**src/rtl/bip_pkg.sv**
```systemverilog
// Shared definitions for the BIP control unit: word widths, opcodes,
// FSM state encoding and accumulator source select codes.
package bip_pkg;

    localparam int NB_BITS = 16;
    localparam int NB_ADDR = 11;
    localparam int NB_OPC  = 5;

    localparam logic [NB_OPC-1:0] OPC_HLT  = 5'b00000;
    localparam logic [NB_OPC-1:0] OPC_STO  = 5'b00001;
    localparam logic [NB_OPC-1:0] OPC_LD   = 5'b00010;
    localparam logic [NB_OPC-1:0] OPC_LDI  = 5'b00011;
    localparam logic [NB_OPC-1:0] OPC_ADD  = 5'b00100;
    localparam logic [NB_OPC-1:0] OPC_ADDI = 5'b00101;
    localparam logic [NB_OPC-1:0] OPC_SUB  = 5'b00110;
    localparam logic [NB_OPC-1:0] OPC_SUBI = 5'b00111;

    typedef enum logic [1:0] {
        ST_FETCH = 2'd0,
        ST_EXEC  = 2'd1,
        ST_HALT  = 2'd2
    } state_t;

    localparam logic [1:0] SEL_A_MEM = 2'b00;
    localparam logic [1:0] SEL_A_IMM = 2'b01;
    localparam logic [1:0] SEL_A_ALU = 2'b10;

endpackage

```
**src/rtl/bip_decoder.sv**
```systemverilog
// Combinational opcode decoder: maps an opcode to the datapath/memory
// control bundle. Unknown opcodes decode to an all-zero (NOP) bundle.
module bip_decoder
    import bip_pkg::*;
(
    input  logic [NB_OPC-1:0] opc_i,
    output logic [1:0]        sel_a_o,
    output logic              sel_b_o,
    output logic              op_code_o,
    output logic              wr_acc_o,
    output logic              wr_ram_o,
    output logic              rd_ram_o
);

    always_comb begin
        sel_a_o   = SEL_A_MEM;
        sel_b_o   = 1'b0;
        op_code_o = 1'b0;
        wr_acc_o  = 1'b0;
        wr_ram_o  = 1'b0;
        rd_ram_o  = 1'b0;
        case (opc_i)
            OPC_STO: begin
                wr_ram_o = 1'b1;
            end
            OPC_LD: begin
                sel_a_o  = SEL_A_MEM;
                rd_ram_o = 1'b1;
                wr_acc_o = 1'b1;
            end
            OPC_LDI: begin
                sel_a_o  = SEL_A_IMM;
                wr_acc_o = 1'b1;
            end
            OPC_ADD: begin
                sel_a_o   = SEL_A_ALU;
                op_code_o = 1'b1;
                rd_ram_o  = 1'b1;
                wr_acc_o  = 1'b1;
            end
            OPC_ADDI: begin
                sel_a_o   = SEL_A_ALU;
                sel_b_o   = 1'b1;
                op_code_o = 1'b1;
                wr_acc_o  = 1'b1;
            end
            OPC_SUB: begin
                sel_a_o  = SEL_A_ALU;
                rd_ram_o = 1'b1;
                wr_acc_o = 1'b1;
            end
            OPC_SUBI: begin
                sel_a_o  = SEL_A_ALU;
                sel_b_o  = 1'b1;
                wr_acc_o = 1'b1;
            end
            default: ;
        endcase
    end

endmodule

```
**src/rtl/bip_control.sv**
```systemverilog
// BIP control unit: FETCH/EXEC/HALT sequencer, program counter and
// instruction register. Define BIP_CYCLE_COUNTER_EN to add the o_cycles counter.
module bip_control
    import bip_pkg::*;
(
    input  logic               i_clk,
    input  logic               i_rst,
    input  logic               i_enable,
    input  logic [NB_BITS-1:0] i_instr,
    output logic [NB_ADDR-1:0] o_addr_pc,
    output logic [NB_ADDR-1:0] o_addr_data,
    output logic [NB_ADDR-1:0] o_data_ins,
    output logic [1:0]         o_sel_a,
    output logic               o_sel_b,
    output logic               o_wr_acc,
    output logic               o_op_code,
    output logic               o_wr_ram,
    output logic               o_rd_ram,
`ifdef BIP_CYCLE_COUNTER_EN
    output logic [31:0]        o_cycles,
`endif
    output logic               o_halt
);

    state_t             state_q, state_d;
    logic [NB_ADDR-1:0] pc_q, pc_d;
    logic [NB_BITS-1:0] ir_q, ir_d;

    logic [NB_OPC-1:0]  opcode;
    logic               is_hlt;
    logic               exec_active;

    logic [1:0]         dec_sel_a;
    logic               dec_sel_b;
    logic               dec_op_code;
    logic               dec_wr_acc;
    logic               dec_wr_ram;
    logic               dec_rd_ram;

    assign opcode = ir_q[NB_BITS-1 -: NB_OPC];
    assign is_hlt = (opcode == OPC_HLT);

    always_comb begin
        state_d = state_q;
        pc_d    = pc_q;
        ir_d    = ir_q;
        if (i_enable) begin
            case (state_q)
                ST_FETCH: begin
                    ir_d    = i_instr;
                    state_d = ST_EXEC;
                end
                ST_EXEC: begin
                    if (is_hlt) begin
                        state_d = ST_HALT;
                    end else begin
                        pc_d    = pc_q + 1'b1;
                        state_d = ST_FETCH;
                    end
                end
                ST_HALT: state_d = ST_HALT;
                default: state_d = ST_FETCH;
            endcase
        end
    end

    always_ff @(posedge i_clk) begin
        if (i_rst) begin
            state_q <= ST_FETCH;
            pc_q    <= '0;
            ir_q    <= '0;
        end else begin
            state_q <= state_d;
            pc_q    <= pc_d;
            ir_q    <= ir_d;
        end
    end

    bip_decoder u_decoder (
        .opc_i     (opcode),
        .sel_a_o   (dec_sel_a),
        .sel_b_o   (dec_sel_b),
        .op_code_o (dec_op_code),
        .wr_acc_o  (dec_wr_acc),
        .wr_ram_o  (dec_wr_ram),
        .rd_ram_o  (dec_rd_ram)
    );

    // A stalled or resetting EXEC must not leak strobes into the datapath.
    assign exec_active = (state_q == ST_EXEC) && i_enable && !i_rst;

    assign o_addr_pc   = pc_q;
    assign o_addr_data = ir_q[NB_ADDR-1:0];
    assign o_data_ins  = ir_q[NB_ADDR-1:0];
    assign o_sel_a     = exec_active ? dec_sel_a : SEL_A_MEM;
    assign o_sel_b     = exec_active & dec_sel_b;
    assign o_op_code   = exec_active & dec_op_code;
    assign o_wr_acc    = exec_active & dec_wr_acc;
    assign o_wr_ram    = exec_active & dec_wr_ram;
    assign o_rd_ram    = exec_active & dec_rd_ram;
    assign o_halt      = (state_q == ST_HALT);

`ifdef BIP_CYCLE_COUNTER_EN
    logic [31:0] cycles_q, cycles_d;
    logic        count_en;

    // The EXEC of HLT is not counted, so the frozen value is the cycles spent running.
    assign count_en = i_enable && (state_q != ST_HALT) && !((state_q == ST_EXEC) && is_hlt);

    always_comb begin
        cycles_d = cycles_q;
        if (count_en && (cycles_q != 32'hFFFF_FFFF)) begin
            cycles_d = cycles_q + 32'd1;
        end
    end

    always_ff @(posedge i_clk) begin
        if (i_rst) begin
            cycles_q <= '0;
        end else begin
            cycles_q <= cycles_d;
        end
    end

    assign o_cycles = cycles_q;
`endif

endmodule

```
**config.mk**
```make
export PLATFORM = sky130hd
export DESIGN_NAME = bip_control
export DESIGN_NICKNAME = d
export VERILOG_FILES = /design/src/rtl/bip_pkg.sv /design/src/rtl/bip_decoder.sv /design/src/rtl/bip_control.sv
export SDC_FILE = /design/constraint.sdc
export NUM_CORES = 1
export LEC_CHECK = 0
export CORE_MARGIN = 2
export CORE_UTILIZATION = 61
export CTS_CLUSTER_DIAMETER = 80
export DETAILED_ROUTE_END_ITERATION = 7
export DONT_BUFFER_PORTS = 1
export HOLD_SLACK_MARGIN = 0.03
export PLACE_DENSITY = 0.77
export SYNTH_ARGS = -nofsm -noshare
export SYNTH_HDL_FRONTEND = slang
export SYNTH_SLANG_ARGS = --single-unit
```
**constraint.sdc**
```tcl
create_clock -name i_clk -period 1.6 [get_ports i_clk]
set_input_delay 0.32 -clock i_clk [delete_from_list [all_inputs] [get_ports i_clk]]
set_output_delay 0.32 -clock i_clk [all_outputs]
set_load 0.01 [all_outputs]
```
; Word-level counts from Yosys, hierarchy flattened
; Index checks and enable logic that the tools add are counted.
; W data, S select, Z words.
[totals]
ff_bits = 29
in_bits = 19
wordCells = 40
[op_classes]
n_addsub = 1
n_eq_ne = 9
n_mux = 9
bitwise = 6
reduce_logical = 12
[ops]
columns = op, n
row1 = $eq A5 B3 Y1 const B, 4
row2 = $add A11 B1 Y11 const B, 1
row3 = $eq A5 B2 Y1 const B, 2
row4 = $pmux W2 S3, 1
row5 = $reduce_or A6 Y1, 1
row6 = $and A1 B1 Y1, 5
row7 = $eq A5 B1 Y1 const B, 1
row8 = $logic_not A5 Y1, 1
row9 = $mux W1, 5
row10 = $mux W2, 2
row11 = $pmux W2 S2, 1
row12 = $reduce_or A2 Y1, 2
row13 = $reduce_or A4 Y1, 1
row14 = $reduce_and A3 Y1, 1
row15 = $reduce_or A3 Y1, 1
row16 = $eq A2 B1 Y1 const B, 1
row17 = $eq A2 B2 Y1 const B, 1
row18 = $logic_and A1 B1 Y1, 2
row19 = $logic_not A2 Y1, 1
row20 = $reduce_and A2 Y1, 1
row21 = $logic_not A1 Y1, 1
row22 = $not A1 Y1, 1

; Depth between registers and ports, before layout
[depth]
depth_word = 4
mapped_depth = 5
depth_no_buf = 5

; Cells and area by module
; A second synthesis with hierarchy kept.
[hier_totals]
hier_cells = 179
area_unflattened_um2 = 1473.9
[modules_own_cells]
columns = mod, n_inst, cells_each, area_each_um2, seq_area_each_um2
row1 = bip_control, 1, 170, 1403.8, 580.6
row2 = bip_decoder, 1, 9, 70.1, 0.0

; Worst setup path before layout
; OpenSTA, ideal clock, no wires.
[synth_path]
kind = flip-flop to output port
startpoint = reg state_q[0]
endpoint = out o_sel_a[0]
t_arrival_ns = 1.361
required_time_ns = 1.280
slack_ns = -0.081
stages_incl_launch_ff = 5
path_buffers = 0
cell_sequence = dfxtp_1 > and3b_2 > nor4b_2 > nand2_1 > nor3b_1
[synth_via]
elab_chain_len = 4
[synth_lines]
columns = element, line_no
row1 = from (decl), bip_control.sv:25  ; state_t state_q, state_d;
row2 = from (signal assigned), bip_control.sv:73  ; state_q <= state_d;
row3 = $eq A2 B1 Y1, bip_control.sv:90  ; assign exec_active = (state_q == ST_EXEC) && i_enable && !i_rst;
row4 = $logic_and A1 B1 Y1 (2 in series), bip_control.sv:90
row5 = $mux W2, bip_control.sv:95  ; assign o_sel_a = exec_active ? dec_sel_a : SEL_A_MEM;
row6 = to (decl), bip_control.sv:13  ; output logic [1:0] o_sel_a,
; No other way between the ends.

; Worst setup path after layout
[layout_path]
startpoint = reg state_q[1]
endpoint = out o_wr_ram
[layout_via]
elab_chain_len = 4
[layout_lines]
columns = element, line_no
row1 = $eq A2 B1 Y1, bip_control.sv:90
row2 = $logic_and A1 B1 Y1 (2 in series), bip_control.sv:90
row3 = $and A1 B1 Y1, bip_control.sv:99  ; assign o_wr_ram = exec_active & dec_wr_ram;
row4 = to (decl), bip_control.sv:17  ; output logic o_wr_ram,
; No other way between the ends.

==> summary.txt <==
Async SR Flop Fraction: 0
Share of cells above drive strength 1: 0.291
Placed cell area: 0.00141 mm2
Sequential cell area: 587 um2
IO Pins: 60
Clk Latency, worst-skew pair: 0.32 ns
Setup crit start kind: flip-flop
Post-Synthesis Net Count: 192
Fill cells: 188
Rel. slew slack: 0.750
CTS tree: built
Max Fclk: 531 MHz
Slew at the pin closest to its max-slew limit: 0.374 ns
Hold EP: state_q[1]
Vias after detailed routing: 1136
EDFF count, synth: 0
Final nets: 191
Sequential share of the synthesized area: 0.409
GR Util met1: 0.264
First-pass GRT wire length: 4.58 mm
Multi-input gate area: 723 um2
Tmin final: 1.88 ns
Maximum Capacitance Violations: 0
Power per cell area: 929 mW/mm2
Mapped Area: 0.00142 mm2
Initial Utilization: 0.641
Grt ovf: 0
GRT Max-Usage Layer: met2
Final core occ: 0.711
Cells after synthesis: 172
Post-route ant nets: 0
Initial antenna violation count: 0
CTS clock-pin slew for the worst setup and hold paths: 0.10 ns
Layout Cells excl Fill: 200
Area growth, synth to finish: 10.8%
Worst R2R Setup Slack: 0.03 ns
Routed vias/inst: 5.68
Clock sink count: 29
Synth area leaders: dfxtp_1, buf_4, nand2_1
CTS Buffer Depth: 2
Main synth FF type: dfxtp_1
Area share of the largest cell type after synthesis: 0.409
First-pass DRT Iterations: 4
Finished Cell Area: 0.00157 mm2
Final slew viol count: 0
Post-synth top area cell: dfxtp_1
Synthesized flop and latch total: 29
Type of the worst min-delay path: input port to flip-flop
Synth Warn #: 0
Vias in the first global route: 1048
Yosys cell types: 40
IO buf count: 0
Status: complete, but fails checks
# diodes: 0
Final Hold Violating Endpoints: 0
Failing checks: setup timing
DRC violations left: 0
Cells after DPL: 189
Final worst slack: -0.283 ns
GR Util met3: 0.0800
Final Power: 1460 uW
Die area: 0.00273 mm2
Routed WL: 2.96 mm
Layout Skew: 0.0113 ns
Num CTS Buffers: 5
R2R Path Start: ir_q[12]
Endpoint type of the worst setup path: primary output
Die W: 52.2 um
Synth cell count leaders: nand2_1, dfxtp_1, buf_4, a21oi_1, nor2_1
Syn avg cell area: 8.25 um2
Drt wl/cell: 14.8 um
CP Class: flip-flop to primary output
Critical Path AT: 1.56 ns
Die height: 52.2 um
Worst Path Max Fanout: 3
H-tree depth: 2
Hpwl dp: 1.94 mm
Largest net degree at the start of global routing: 32
Hold path start: i_rst
Hold WS: 0.0503 ns
DRT iter0 DRCs: 19
Core ar.: 0.00221 mm2
M2 GR Usage: 0.392
# setup viols final: 7
GRT Total Usage: 0.234
RD Place Congestion: 0.764
# hold bufs at CTS: 0
R2R Path End: o_addr_pc[9]
CTS root buf: clkbuf_4
Critical Path RT: 1.28 ns
Top-count cell post-synth: nand2_1
Site Rows: 17
Hold Path Stages: 1
Worst R2R Path Depth: 4
Peak supply drop: 0.628 mV
Fin crit share: 1.18
Leakage: 0.000617 uW
RSZ-0062 raised after global routing: yes
-- final cells by class --
type / instances / area share
well taps: 28 / 0.0223
flip-flops and latches: 29 / 0.373
repair buffers: 20 / 0.0955
clock inverters: 1 / 0.00318
multi-input cells: 113 / 0.460
inverters: 2 / 0.00477
clock buffers: 7 / 0.0414
-- worst max path at each step --
stage                 startpoint       endpoint  slack (ns)  cells past startpoint
floorplan             state_q[1]       o_rd_ram        0.03                      4
global placement    o_addr_pc[0]  o_addr_pc[10]        0.07                      5
detailed placement  o_addr_pc[0]  o_addr_pc[10]      -0.006                      5
CTS                   state_q[1]     o_sel_a[0]       -0.26                      4
global route          state_q[1]       o_wr_ram       -0.34                      5
finish                state_q[1]       o_wr_ram       -0.28                      5
-- kinds of logic (layout without fill, tap and decap cells) --
kind of cell    Yosys count  after routing  synth area share
buf+inv                  30             30             0.138
compound gates           32             32             0.145
simple gates             73             73             0.255
mux                       1              1           0.00705
flops                    29             29             0.409
fa+ha+maj                 1              1           0.00882
xor+xnor                  6              6            0.0370
-- cell usage in the layout (no fill, tap or decap), types with 3 or more instances in the layout --
cell / netlist / final
a21oi_1: 20 / 20
buf_4: 22 / 20
clkbuf_4: 0 / 5
dfxtp_1: 29 / 26
nand2_1: 40 / 38
nand4_1: 3 / 3
nor2_1: 9 / 7
xnor2_1: 3 / 3
xor2_1: 3 / 3
-- critical path, cell delays in order, from the launching register on --
cell and delay [ns]:
dfxtp_2 0.33, and3b_2 0.23, nor4b_4 0.26, nand2_2 0.12, nor3_2 0.15, buf_4 0.15
-- metrics by stage --
step / setup TNS [ns] / setup slack (ns)
6_report: -1.54 / -0.283
3_3_place_gp: 0 / 0.0686
5_1_grt: -2.03 / -0.341
2_1_floorplan: 0 / 0.0315
4_1_cts: -1.39 / -0.261
3_5_place_dp: -0.00634 / -0.00634
-- where the power goes --
| group | internal [uW] | leakage [uW] | switching [uW] |
|---|---|---|---|
| Clock | 254 | 0.0000413 | 248 |
| Combinational | 65.3 | 0.000338 | 89.9 |
| Sequential | 754 | 0.000238 | 49.6 |
| Total | 1070 | 0.000617 | 387 |
-- registers in the layout (all words and copies together), names as in the netlist --
signal / flops
ir_q: 16
o_addr_pc: 11
state_q: 2
-- what timing repair did --
| item | CTS | global route |
|---|---|---|
| resized for setup | 10 | 7 |
| buffers inserted | 1 | 2 |
| pin swaps | 2 | 5 |
| setup endpoints to repair | 8 | 17 |
-- per-layer routing --
| layer | up-vias | wire [um] |
|---|---|---|
| li1 | 557 | - |
| met1 | 526 | 1220 |
| met2 | 47 | 1460 |
| met3 | 6 | 237 |
| met4 | 0 | 42 |
| met5 | - | 0 |
Power figures use the tool's default switching activity.
